**src/rtl/pdm_mic_emulator.sv**
```systemverilog
`timescale 1ns/1ps
// pdm_mic_emulator: PCM stream -> sample FIFO -> first-order sigma-delta PDM.
// Ticks are derived from a pdm_clk_i strobe that lives in the clk_i domain.
module pdm_mic_emulator #(
  parameter int SAMPLE_W   = 16,
  parameter int OSR        = 64,
  parameter int FIFO_DEPTH = 4
) (
  input  logic                            clk_i,
  input  logic                            rst_n_i,
  input  logic                            en_i,
  input  logic [SAMPLE_W-1:0]             pcm_data_i,
  input  logic                            pcm_valid_i,
  output logic                            pcm_ready_o,
  input  logic                            pdm_clk_i,
  output logic                            pdm_data_o,
  output logic                            underflow_o,
  input  logic                            underflow_clr_i,
  output logic [$clog2(FIFO_DEPTH):0]     level_o
);

  localparam int ACC_W = SAMPLE_W + 2;
  localparam int AW    = (FIFO_DEPTH > 1) ? $clog2(FIFO_DEPTH) : 1;
  localparam int LVL_W = $clog2(FIFO_DEPTH) + 1;
  localparam int CW    = (OSR > 1) ? $clog2(OSR) : 1;

  localparam logic [LVL_W-1:0]        DEPTH_L = LVL_W'(FIFO_DEPTH);
  localparam logic [CW-1:0]           CNT_MAX = CW'(OSR - 1);
  localparam logic signed [ACC_W-1:0] FS      = {2'b00, 1'b1, {(SAMPLE_W-1){1'b0}}};

  // Sign-extend a PCM sample to accumulator width.
  function automatic logic signed [ACC_W-1:0] sext(input logic signed [SAMPLE_W-1:0] s);
    return {{2{s[SAMPLE_W-1]}}, s};
  endfunction

  // One sigma-delta step: integrate the input and subtract the fed-back +/-FS.
  function automatic logic signed [ACC_W-1:0] sd_step(input logic signed [ACC_W-1:0] acc,
                                                      input logic signed [ACC_W-1:0] x,
                                                      input logic                    y);
    return acc + x + (y ? -FS : FS);
  endfunction

  logic                         pdm_clk_q, pdm_clk_d;
  logic                         tick_q, tick_d;
  logic [CW-1:0]                tick_cnt_q, tick_cnt_d;
  logic signed [ACC_W-1:0]      acc_q, acc_d;
  logic signed [SAMPLE_W-1:0]   cur_sample_q, cur_sample_d;
  logic                         pdm_data_q, pdm_data_d;
  logic                         underflow_q, underflow_d;
  logic [LVL_W-1:0]             level_q, level_d;
  logic [AW-1:0]                wr_ptr_q, wr_ptr_d;
  logic [AW-1:0]                rd_ptr_q, rd_ptr_d;
  logic signed [SAMPLE_W-1:0]   mem_q [FIFO_DEPTH];
  logic signed [SAMPLE_W-1:0]   mem_d [FIFO_DEPTH];

  logic                         push, tick, load, pop, uf_set, y;
  logic signed [SAMPLE_W-1:0]   head;
  logic signed [ACC_W-1:0]      x;

  assign pcm_ready_o = (level_q < DEPTH_L);
  assign pdm_data_o  = pdm_data_q;
  assign underflow_o = underflow_q;
  assign level_o     = level_q;

  // Next-state logic: edge detect, FIFO bookkeeping, modulator and sticky flag.
  always_comb begin
    pdm_clk_d    = pdm_clk_i;
    tick_d       = pdm_clk_i & ~pdm_clk_q;
    tick_cnt_d   = tick_cnt_q;
    acc_d        = acc_q;
    cur_sample_d = cur_sample_q;
    pdm_data_d   = pdm_data_q;
    underflow_d  = underflow_q;
    level_d      = level_q;
    wr_ptr_d     = wr_ptr_q;
    rd_ptr_d     = rd_ptr_q;
    mem_d        = mem_q;

    push   = pcm_valid_i & pcm_ready_o;
    tick   = tick_q & en_i;
    load   = tick & (tick_cnt_q == '0);
    pop    = load & (level_q != '0);
    uf_set = load & (level_q == '0);
    head   = mem_q[rd_ptr_q];
    y      = ~acc_q[ACC_W-1];

    // A load with an empty FIFO feeds silence rather than stale data.
    if (load) x = pop ? sext(head) : '0;
    else      x = sext(cur_sample_q);

    if (!en_i) begin
      acc_d      = '0;
      tick_cnt_d = '0;
      pdm_data_d = 1'b0;
    end else if (tick) begin
      pdm_data_d = y;
      acc_d      = sd_step(acc_q, x, y);
      tick_cnt_d = (tick_cnt_q == CNT_MAX) ? '0 : tick_cnt_q + CW'(1);
      if (load) cur_sample_d = pop ? head : '0;
    end

    if (underflow_clr_i) underflow_d = 1'b0;
    else if (uf_set)     underflow_d = 1'b1;

    if (push) begin
      mem_d[wr_ptr_q] = pcm_data_i;
      wr_ptr_d        = wr_ptr_q + AW'(1);
    end
    if (pop) rd_ptr_d = rd_ptr_q + AW'(1);

    case ({push, pop})
      2'b10:   level_d = level_q + LVL_W'(1);
      2'b01:   level_d = level_q - LVL_W'(1);
      default: level_d = level_q;
    endcase
  end

  // State registers; reset clears everything, including FIFO storage.
  always_ff @(posedge clk_i or negedge rst_n_i) begin
    if (!rst_n_i) begin
      pdm_clk_q    <= 1'b0;
      tick_q       <= 1'b0;
      tick_cnt_q   <= '0;
      acc_q        <= '0;
      cur_sample_q <= '0;
      pdm_data_q   <= 1'b0;
      underflow_q  <= 1'b0;
      level_q      <= '0;
      wr_ptr_q     <= '0;
      rd_ptr_q     <= '0;
      for (int i = 0; i < FIFO_DEPTH; i++) mem_q[i] <= '0;
    end else begin
      pdm_clk_q    <= pdm_clk_d;
      tick_q       <= tick_d;
      tick_cnt_q   <= tick_cnt_d;
      acc_q        <= acc_d;
      cur_sample_q <= cur_sample_d;
      pdm_data_q   <= pdm_data_d;
      underflow_q  <= underflow_d;
      level_q      <= level_d;
      wr_ptr_q     <= wr_ptr_d;
      rd_ptr_q     <= rd_ptr_d;
      mem_q        <= mem_d;
    end
  end

endmodule

```
**config.mk**
```make
export PLATFORM = sky130hd
export DESIGN_NAME = pdm_mic_emulator
export DESIGN_NICKNAME = d
export VERILOG_FILES = /design/src/rtl/pdm_mic_emulator.sv
export SDC_FILE = /design/constraint.sdc
export NUM_CORES = 1
export LEC_CHECK = 0
export ABC_AREA = 1
export CAP_MARGIN = 0
export CORE_UTILIZATION = 61
export DETAILED_ROUTE_END_ITERATION = 6
export PLACE_DENSITY = 0.77
export SYNTH_ARGS = -nofsm -noshare
export SYNTH_HDL_FRONTEND = slang
export SYNTH_SLANG_ARGS = --single-unit
```
**constraint.sdc**
```tcl
create_clock -name clk_i -period 4 [get_ports clk_i]
set_input_delay 0.8 -clock clk_i [delete_from_list [all_inputs] [get_ports clk_i]]
set_output_delay 0.8 -clock clk_i [all_outputs]
set_load 0.005 [all_outputs]
```
After elaboration in Yosys (flattened, before gate mapping)
Cells that the tools add are included.
W data, S select, Z words.
- register bits after elaboration: 115
- logic and storage cells: 66
- add/subtract/negate cells: 7
- order comparisons: 4
- equal/unequal tests: 4
- muxes and demuxes: 20
- bitwise gates (word level): 10
- reduce and logical (&&, ||, !) cells: 7
- operator list (kind ; number):
    $mux W18 ; 5
    $bwmux W64 ; 1
    $mux W16 ; 4
    $add A18 B18 Y18 ; 2
    $bmux W16 S2 ; 1
    $demux W16 S2 ; 1
    $mux W6 ; 3
    $add A6 B1 Y6 const B ; 1
    $and A1 B1 Y1 ; 6
    $eq A6 B6 Y1 const B ; 1
    $ge A3 B3 Y1 const B ; 2
    $logic_not A6 Y1 ; 1
    $not A2 Y3 ; 2
    $pmux W3 S2 ; 1
    $add A2 B1 Y2 const B ; 2
    $mux W1 ; 4
    $reduce_bool A2 Y1 ; 2
    $add A3 B1 Y3 const B ; 1
    $logic_not A3 Y1 ; 1
    $lt A3 B1 Y1 const B ; 1
    $lt A3 B3 Y1 const B ; 1
    $reduce_and A3 Y1 ; 1
    $reduce_bool A3 Y1 ; 1
    $sub A3 B1 Y3 const B ; 1
    other kinds (5) ; 6

Longest topological paths before layout
Gate-level depths: netlist (run 1).
- depth after elaboration: 10
- mapped depth: 21

Least setup slack after synthesis (run 1)
OpenSTA, ideal clock, no wires.
- path kind: input to register
- from: input port en_i
- to: register acc_q[17]
- library setup time: 117 ps
- data arrival time: 2993 ps
- slack: 889 ps
- cell stages on the path: 16
- path buffers: 1
- cell sequence: nand2_2 nor2_4 nand2_4 clkbuf_1 a32o_1 ha_1 ha_1 fa_1 nand2_1 nand2_1 nand3_1 nand2_1 a21oi_1 nand3_1 nand3_1 nand2_1
- longest elaborated chain between the ends: 9
- RTL lines (what ; line ; RTL):
    start: declaration ; 11 ; input logic en_i,
    $and A1 B1 Y1 ; 80 ; tick = tick_q & en_i;
    $and A1 B1 Y1 ; 81 ; load = tick & (tick_cnt_q == '0);
    $and A1 B1 Y1 ; 82 ; pop = load & (level_q != '0);
    $mux W18 (2 in series) ; 88 ; if (load) x = pop ? sext(head) : '0;
    $add A18 B18 Y18 (2 in series) ; 40 ; return acc + x + (y ? -FS : FS);
    $mux W18 ; 95 ; end else if (tick) begin
    $mux W18 ; 91 ; if (!en_i) begin
    end signal: assignment ; 124 ; acc_q <= '0;
    end signal: assignment ; 136 ; acc_q <= acc_d;
    end: declaration ; 46 ; logic signed [ACC_W-1:0] acc_q, acc_d;
Several ways; a longest one is shown, not always the timed one. The select of a mux whose other input is x is not followed.
A chain may end at the register's enable or synchronous reset.

Final worst setup path (run 1)
- from: register rd_ptr_q[1]
- to: register acc_q[13]
- longest elaborated chain between the ends: 10
- RTL lines (what ; line ; RTL):
    start: declaration ; 52 ; logic [AW-1:0] rd_ptr_q, rd_ptr_d;
    start signal: assignment ; 142 ; rd_ptr_q <= rd_ptr_d;
    $not A2 Y3 (implied by the code) ; 84 ; head = mem_q[rd_ptr_q];
    $bmux W16 S2 ; 84 ;
    $mux W16 (implied by the code) (2 in series) ; 84 ;
    $mux W18 (2 in series) ; 88 ;
    $add A18 B18 Y18 (2 in series) ; 40 ;
    $mux W18 ; 95 ;
    $mux W18 ; 91 ;
Every way passes these cells. The select of a mux whose other input is x is not followed.

==> impl_metrics.ini, run 1 <==
[yosys]
synth_compound_area_frac = 0.1508
yosysWarnings = 0
synth-xor-area-share = 0.01291
async_flop_share = 1.000
synth-simple-area-share = 0.2148
synthFlopType = dfrtp_1
synthCells = 720
syn-cell-area_sq_mm = 0.006106
synthAdderAreaFrac = 0.08975
synth_top_family_by_area = simple AND/OR/NAND/NOR gates
syn_nets = 784
synth-seq-cells = 115
synth_mux_area_frac = 0
synth-seq-area-share = 0.4713
syn_area_per_cell_sq_um = 8.480
yosysUniqueCellTypes = 36
synth_edf_count = 0

[worst_setup_path]
rr_worst_depth = 15
cp-endpoint = acc_q[13]
critPathArrivalTime_ns = 3.84
cp_max_fo = 17
critPathRequiredTime_ns = 4.46
r2r-end = acc_q[13]
r2r_start = rd_ptr_q[1]
start_kind = flop
path_class = reg -> reg
cp-end-kind = flop
worst-r2r-setup-slack_ns = 0.62
cp-startpoint = rd_ptr_q[1]

[clocking]
path_clk_slew_ns = 0.06
clkLatencyLatePin_ns = 0.54
cts_tree = built
clock_path_buffers = 2
ctsResizeCount = 0
hold_buffers = 0
clock_sinks = 115
h-tree-depth = 4
numCtsBuffers = 17
cts-root-buf = clkbuf_8
post-cts-setup-buffers = 0

[power]
switching_share = 0.3780
switching_power_mw = 2.000
comb_power_share = 0.364
seq_power_share = 0.362
ir_drop_uv = 605.0
p_per_area_mw_per_mm2 = 751.8
internal_power_mw = 3.290
clkPwrFrac = 0.274
power_mw = 5.290
p_leak_nw = 3.499

[layout]
diodes = 0
nNetsFinal = 806
area_growth_syn_to_layout_pct = 15.25
drive_above_1_share = 0.06887
fin_util = 0.7233
final_common_cell = nand2_1
layoutNonFillerInstCount = 888
mostFrequentLayoutCells = nand2_1, dfrtp_1, o21ai_0, inv_1, nand3_1
n_fill_cell = 750
fin_area_sq_mm = 0.007037

[grt]
grt_antenna_before_repair = 0
grt_pass1_wl_microns = 22600
grt_max_degree = 71
grt_usage = 0.2899
grt_pass1_vias = 4713
grt_overflow = 0

[hold_path]
hold_path_class = in -> async

[drt]
wl_met3_microns = 752
avgViaCountPerCell = 5.688
final_antenna_net_count = 0
m1WireLength_microns = 6134
drtIter0Drc = 361
top_layer_used = met4
dr_wl_met2_microns = 6274
drc_errors = 0
first_pass_iters = 5
wl_per_cell_microns = 15.06
routed_wl_microns = 13370
vias = 5051

[sta]
tightest_slew_ns = 1.051
slew-limit-headroom = 0.2974
layout_setup_ws_ns = 0.6235
final_max_slew_viol_count = 0
max_freq_ghz = 0.2962
hold_viol_final = 0
setup_viol = 0
whs_ns = 0.3706
rsz0062_at_grt = false
fin_crit_sh = 0.8441
setup_tns_ns = 0
skew_ns = 0.005392
finalCriticalPeriod_ns = 3.376

[floorplanning]
row_count = 36
die_area_sq_mm = 0.01041
die_y_microns = 102.0
start_util = 0.6276
io_pins = 28
core-area_sq_mm = 0.009729
fp.dieW_microns = 102.0

[placed_design]
gp_congestion = 0.8943
placed_cells_incl_taps = 856
place_ws_ns = 0.1316
hpwl_microns = 8889
postPlaceCellArea_sq_mm = 0.006465
portBuffers = 27

[run_status]
status = completed

[run]
maxCapViolCount = 0
[cell type report]
type	count	area (sq um)	share of cell area
well taps	133	166.4	0.02365
clock buffers	24	470.5	0.06686
flip-flops and latches	115	2878	0.4090
multi-input cells	513	2859	0.4063
clock inverters	8	101.3	0.01440
inverters	61	229.0	0.03254
repair buffers	34	332.8	0.04730
[flip-flops by register name, summed over array words and instances, names as in the netlist]
name and count:
cur_sample_q 16, acc_q 18, wr_ptr_q 2, rd_ptr_q 2
level_o 3, mem_q 64, tick_cnt_q 6, tick_q 1
pdm_clk_q 1, pdm_data_o 1, underflow_o 1
[critical path, stage by stage, from the launching register on]
cell,delay [ns]
dfrtp_1,0.65
inv_2,0.42
nand3_1,0.21
a32o_1,0.30
ha_1,0.27
ha_1,0.23
fa_1,0.38
nand2_1,0.09
nand2_1,0.08
nand3_1,0.08
nand2_1,0.13
nand2_1,0.09
nand3_1,0.10
nand2_1,0.08
nand2_1,0.05
o21ai_1,0.13
[power by group through the flow]
| stage | Sequential, mW | Clock, mW | Combinational (mW) |
|---|---|---|---|
| after floorplan | 1.82 | 0 | 1.46 |
| after global routing | 1.97 | 1.51 | 2.22 |
| after detailed placement | 1.92 | 0 | 1.89 |
| after global placement | 1.90 | 0 | 1.81 |
| after CTS | 1.91 | 1.46 | 1.92 |
| final | 1.91 | 1.45 | 1.93 |
[metal layers]
metal	up-vias	GRT usage
met4	0	0.1055
met1	2442	0.3976
met3	25	0.07592
met2	139	0.4471
li1	2445	-
met5	-	0
[cell usage after synthesis (2+ instances only)]
| cell | number | area share |
|---|---|---|
| ha_1 | 39 | 0.080 |
| a22o_1 | 3 | 0.0043 |
| fa_1 | 3 | 0.0098 |
| nand3_1 | 49 | 0.040 |
| nand3b_1 | 3 | 0.0037 |
| buf_2 | 16 | 0.013 |
| dfrtp_1 | 115 | 0.47 |
| nor2_1 | 18 | 0.011 |
| a21oi_1 | 19 | 0.016 |
| o22ai_1 | 3 | 0.0031 |
| o21bai_1 | 2 | 0.0025 |
| inv_1 | 54 | 0.033 |
| xnor2_1 | 2 | 0.0029 |
| nand2_1 | 233 | 0.14 |
| o21ai_1 | 9 | 0.0074 |
| clkbuf_1 | 14 | 0.0086 |
| o21ai_0 | 76 | 0.062 |
| nand2_2 | 3 | 0.0031 |
| a32o_1 | 30 | 0.049 |
| xor2_1 | 7 | 0.010 |
| inv_2 | 7 | 0.0043 |
[worst min path at each step]
stage / start / end / cells after the start
6_report: rst_n_i / acc_q[13] / 1
5_1_grt: pdm_clk_q / tick_q / 1
4_1_cts: pdm_clk_q / tick_q / 1
3_5_place_dp: pdm_clk_q / tick_q / 1
3_3_place_gp: pdm_clk_q / tick_q / 1
2_1_floorplan: pdm_clk_q / tick_q / 1
[cell families after synthesis]
family / count (synthesis)
and+or+nand+nor: 315
AOI/OAI and AO/OA: 147
xor gates and xnor gates: 9
adders and majority gates: 42
DFF: 115
buffers and inverters: 92
Power figures use the tool's default switching activity.
==> run 2: changes to the inputs <==
Settings changed: CORE_UTILIZATION 61 to 55, PLACE_DENSITY 0.77 to 0.73.
Clock period 4 ns to 2.79 ns, I/O delays scaled along.
==> run 2 against run 1 <==
The run now ends with DRC, setup timing left. Worst hold slack better by 0.031 ns. Clock power increased by 48%. Count of clock-buffer cells in the layout decreased by 5. Via count increased by 13%. Global-route usage up 2.1 points. Die area is 11% higher. Setup slack lost 0.89 ns.
==> impl_metrics.ini, run 2 (synthesis gave the netlist of run 1 again) <==
[drt]
drtIter0Drc = 571
vias = 5726
drc_errors = 1
final_antenna_net_count = 0
first_pass_iters = 7
routed_wl_microns = 18350
avgViaCountPerCell = 5.958
wl_per_cell_microns = 19.09

[worst_setup_path]
cp_max_fo = 9
cp-end-kind = flop
path_class = reg -> reg
critPathRequiredTime_ns = 3.23
critPathArrivalTime_ns = 3.49
start_kind = flop

[layout]
largestRegisters = mem_q (64), acc_q (18), cur_sample_q (16)
area_growth_syn_to_layout_pct = 37.85
drive_above_1_share = 0.2765
largest_reg_flops = 64
diodes = 0
nNetsFinal = 875
n_fill_cell = 664
mostFrequentLayoutCells = nand2_1, dfrtp_1, o21ai_0, buf_4, inv_1
top_register = mem_q
final_common_cell = nand2_1

[clocking]
clkLatencyLatePin_ns = 0.54
path_clk_slew_ns = 0.06
h-tree-depth = 4
cts-root-buf = clkbuf_8
cts_tree = built
clock_sinks = 115
numCtsBuffers = 17
clock_path_buffers = 2

[grt]
grt_pass1_wl_microns = 27080
grt_max_degree = 59
grt_antenna_before_repair = 0
grt_usage = 0.3108
grt_pass1_vias = 5635
grt_overflow = 0

[sta]
setup_tns_ns = -2.105
skew_ns = 0.008379
layout_setup_ws_ns = -0.2643
slew-limit-headroom = 0.6768
hold_viol_final = 0
final_max_slew_viol_count = 0
tightest_slew_ns = 0.4848
rsz0062_at_grt = true
finalCriticalPeriod_ns = 3.054
fin_crit_sh = 1.095
max_freq_ghz = 0.3274
setup_viol = 12

[placed_design]
gp_congestion = 0.8547
portBuffers = 27
place_ws_ns = -0.6432
hpwl_microns = 9849

[run_status]
failed_checks = DRC, setup timing
status = finished, violations left

[floorplanning]
row_count = 38
io_pins = 28
die_area_sq_mm = 0.01153
die_y_microns = 107.4
core-area_sq_mm = 0.01084
start_util = 0.5633
fp.dieW_microns = 107.4

[power]
p_per_area_mw_per_mm2 = 1109
p_leak_nw = 4.045
ir_drop_uv = 816.2

[hold_path]
hold_path_class = reg -> reg

[run]
maxCapViolCount = 0
[run 2: worst max-delay path, cell delays in order (launching register included)]
cell,delay [ns]
dfrtp_1,0.40
inv_2,0.09
ha_4,0.14
nand2_4,0.05
nor2_4,0.12
nand2_4,0.11
nor2_8,0.21
buf_12,0.15
buf_16,0.12
a32o_2,0.20
ha_4,0.21
ha_4,0.32
nand2_1,0.09
nand2_2,0.13
o21bai_4,0.18
nand3_2,0.15
nand2_2,0.11
nand2_2,0.06
nand3_2,0.05
nand2_1,0.05
[run 2: path summary, 6_finish.rpt]
check,startpoint,to,slack [ns],depth (start not counted)
min in group asynchronous,rst_n_i,acc_q[9],0.52,2
setup / recovery,tick_cnt_q[0],acc_q[15],-0.26,19
setup reg to reg,tick_cnt_q[0],acc_q[15],-0.26,19
hold / removal,pdm_clk_q,tick_q,0.40,1
max in group asynchronous,rst_n_i,cur_sample_q[15],1.50,3
hold reg to reg,pdm_clk_q,tick_q,0.40,1
[run 2: layout make-up]
| type | count | area, sq um | area share |
|---|---|---|---|
| well taps | 140 | 175.2 | 0.02081 |
| repair buffers | 103 | 997.2 | 0.1185 |
| inverters | 61 | 229.0 | 0.02720 |
| clock buffers | 19 | 431.7 | 0.05129 |
| multi-input cells | 513 | 3570 | 0.4241 |
| flip-flops and latches | 115 | 2878 | 0.3419 |
| clock inverters | 10 | 136.4 | 0.01620 |
[run 2: power by group]
group	internal [mW]	switching [mW]
registers	2.32	0.413
clock network	1.36	0.773
logic	1.97	2.49
[run 2: metal layers]
metal  share of wire  vias to the layer above  track usage
met1            0.40                     2828       0.3842
met5               0                        -            0
met2            0.51                      250       0.5180
li1                -                     2595            -
met4           0.035                        0       0.1419
met3           0.057                       53      0.07143
[run 2: metrics by stage]
step	total power, mW	hold WS [ns]	area [sq um]	std cells	util
floorplan	4.711	0.2624	6127	720	-
global placement	5.794	0.3823	6907	913	0.6371
detailed placement	5.960	0.3861	6907	913	0.6371
CTS	8.594	0.4036	7923	951	0.7308
global route	9.861	0.4264	8417	961	0.7764
finish	9.333	0.4014	8417	961	0.7764
[run 2: timing repair]
item,4_1_cts,5_1_grt
endpoints found under the setup margin,13,14
buffers inserted,6,10
gates resized for setup,62,87
pin swaps,21,28
cloned,2,1
hold buffers,1,0
hold endpoints to repair,20,0
==> run 3: changes to the inputs <==
Settings changed: CORE_UTILIZATION 55 to 65, PLACE_DENSITY 0.73 to 0.82.
Clock period 2.79 ns to 3.7 ns, I/O delays scaled along.
==> run 3 against run 2 <==
The flow now finishes without violations. Setup slack improved by 0.75 ns. Sequential share of layout area increased by 6.5 points. Total power decreased by 37%. Worst hold slack got worse by 0.092 ns. Combinational power is 51% lower. Sequential cell count unchanged. Cell area fell by 16%. Utilization shrank 0.40 points. Sequential power shrank 25%. First-iteration DRC count decreased by 32%. Clock skew down 0.0023 ns. Global-route usage rose by 0.88 points.
==> impl_metrics.ini, run 3 (synthesis gave the netlist of run 1 again) <==
[run_status]
status = completed

[worst_setup_path]
worst-r2r-setup-slack_ns = 0.51
cp_slowest_stage_delay_ns = 0.49
rr_worst_depth = 19
path_buf_inv = 2
cp_max_fo = 8
cp-end-kind = flop
crit_chain = clkdlybuf4s50_1, nand2_2, nor2_4, nand2_4, nor2_8, buf_4, a32o_1, ha_1, ha_1, nand3_1, nand3_1, nand2_1, nand2_1, nand3_1, nand2_1, nand2_1, nand2_1, o21ai_0
slowest_stage = clkdlybuf4s50_1
critPathRequiredTime_ns = 4.13
critPathArrivalTime_ns = 3.64
r2r-end = acc_q[10]
r2r_start = tick_cnt_q[0]
start_kind = input port
cpLargestDelayFamily = simple AND/OR/NAND/NOR gates
cpMostUsedCell = nand2_1
path_class = in -> reg

[sta]
whs_ns = 0.3090
slew-limit-headroom = 0.3034
hold_viol_final = 0
layout_setup_ws_ns = 0.4903
fin_crit_sh = 0.8675
final_max_slew_viol_count = 0
skew_ns = 0.006074
setup_tns_ns = 0
max_freq_ghz = 0.3116
setup_viol = 0
tightest_slew_ns = 1.042
finalCriticalPeriod_ns = 3.210
rsz0062_at_grt = false

[power]
p_leak_nw = 3.531
power_mw = 5.893
p_per_area_mw_per_mm2 = 833.6
ir_drop_uv = 490.6

[grt]
grt_overflow = 0
grt_pass1_vias = 5150
grt_antenna_before_repair = 0
grt_usage = 0.3196
grt_pass1_wl_microns = 24500
grt_max_degree = 61

[placed_design]
gp_congestion = 0.9617
portBuffers = 27
hpwl_microns = 9117
place_ws_ns = 0.03314

[floorplanning]
die_y_microns = 98.92
io_pins = 28
die_area_sq_mm = 0.009785
start_util = 0.6671
fp.dieW_microns = 98.92
core-area_sq_mm = 0.009153
row_count = 35

[drt]
wl_per_cell_microns = 16.70
drc_errors = 0
drtIter0Drc = 387
vias = 5261
first_pass_iters = 5
avgViaCountPerCell = 6.047
routed_wl_microns = 14530
final_antenna_net_count = 0

[layout]
seqCellArea_sq_mm = 0.002878
n_fill_cell = 621
drive_above_1_share = 0.07773
top_register = mem_q
largest_reg_flops = 64
final_common_cell = nand2_1
mostFrequentLayoutCells = nand2_1, dfrtp_1, o21ai_0, inv_1, nand3_1
multi_input_area_sq_mm = 0.002859
diodes = 0
area_growth_syn_to_layout_pct = 15.78
largestRegisters = mem_q (64), acc_q (18), cur_sample_q (16)
nNetsFinal = 810

[clocking]
post-cts-setup-buffers = 0
cts-root-buf = clkbuf_8
path_clk_slew_ns = 0.06
h-tree-depth = 4
clock_sinks = 115
clock_path_buffers = 2
clkLatencyLatePin_ns = 0.51
cts_tree = built
ctsResizeCount = 0
hold_buffers = 0
numCtsBuffers = 17

[hold_path]
hold_path_class = in -> async

[run]
maxCapViolCount = 0
==> run 3: report_power, final <==
| part | internal [mW] | switching, mW | leakage (nW) |
|---|---|---|---|
| registers | 1.75 | 0.315 | 1.48 |
| clock network | 1.04 | 0.593 | 0.280 |
| logic | 0.830 | 1.37 | 1.77 |
| total | 3.62 | 2.27 | 3.53 |
==> run 3: final cells by class <==
class,instances,share of cell area
clock buffer,19,0.06106
timing repair buffer,38,0.05310
sequential,115,0.4071
tap,111,0.01965
multi-input combinational,513,0.4044
inverter,61,0.03239
clock inverter,13,0.02230
==> run 3: worst max-delay path by stage <==
stage,start,endpoint,depth (start not counted),slack (ns)
6_report,en_i,acc_q[10],18,0.49
2_1_floorplan,en_i,acc_q[17],16,0.65
4_1_cts,en_i,acc_q[10],18,0.55
3_5_place_dp,en_i,acc_q[17],19,0.03
5_1_grt,tick_cnt_q[0],acc_q[10],19,0.26
3_3_place_gp,en_i,acc_q[13],17,0.11
==> run 3: metal layers <==
layer  track usage  vias to the layer above  part of all wire
li1              -                     2456                 -
met1        0.4242                     2577              0.42
met2        0.5347                      202              0.50
met3       0.05603                       26             0.058
met4        0.1068                        0             0.017
met5             0                        -                 0
==> run 3: through the flow <==
step	util	cells	instance area [sq um]
global placement	0.7080	838	6480
detailed placement	0.7080	838	6480
CTS	0.7724	870	7069
floorplan	-	720	6106
global route	0.7724	870	7069
finish	0.7724	870	7069
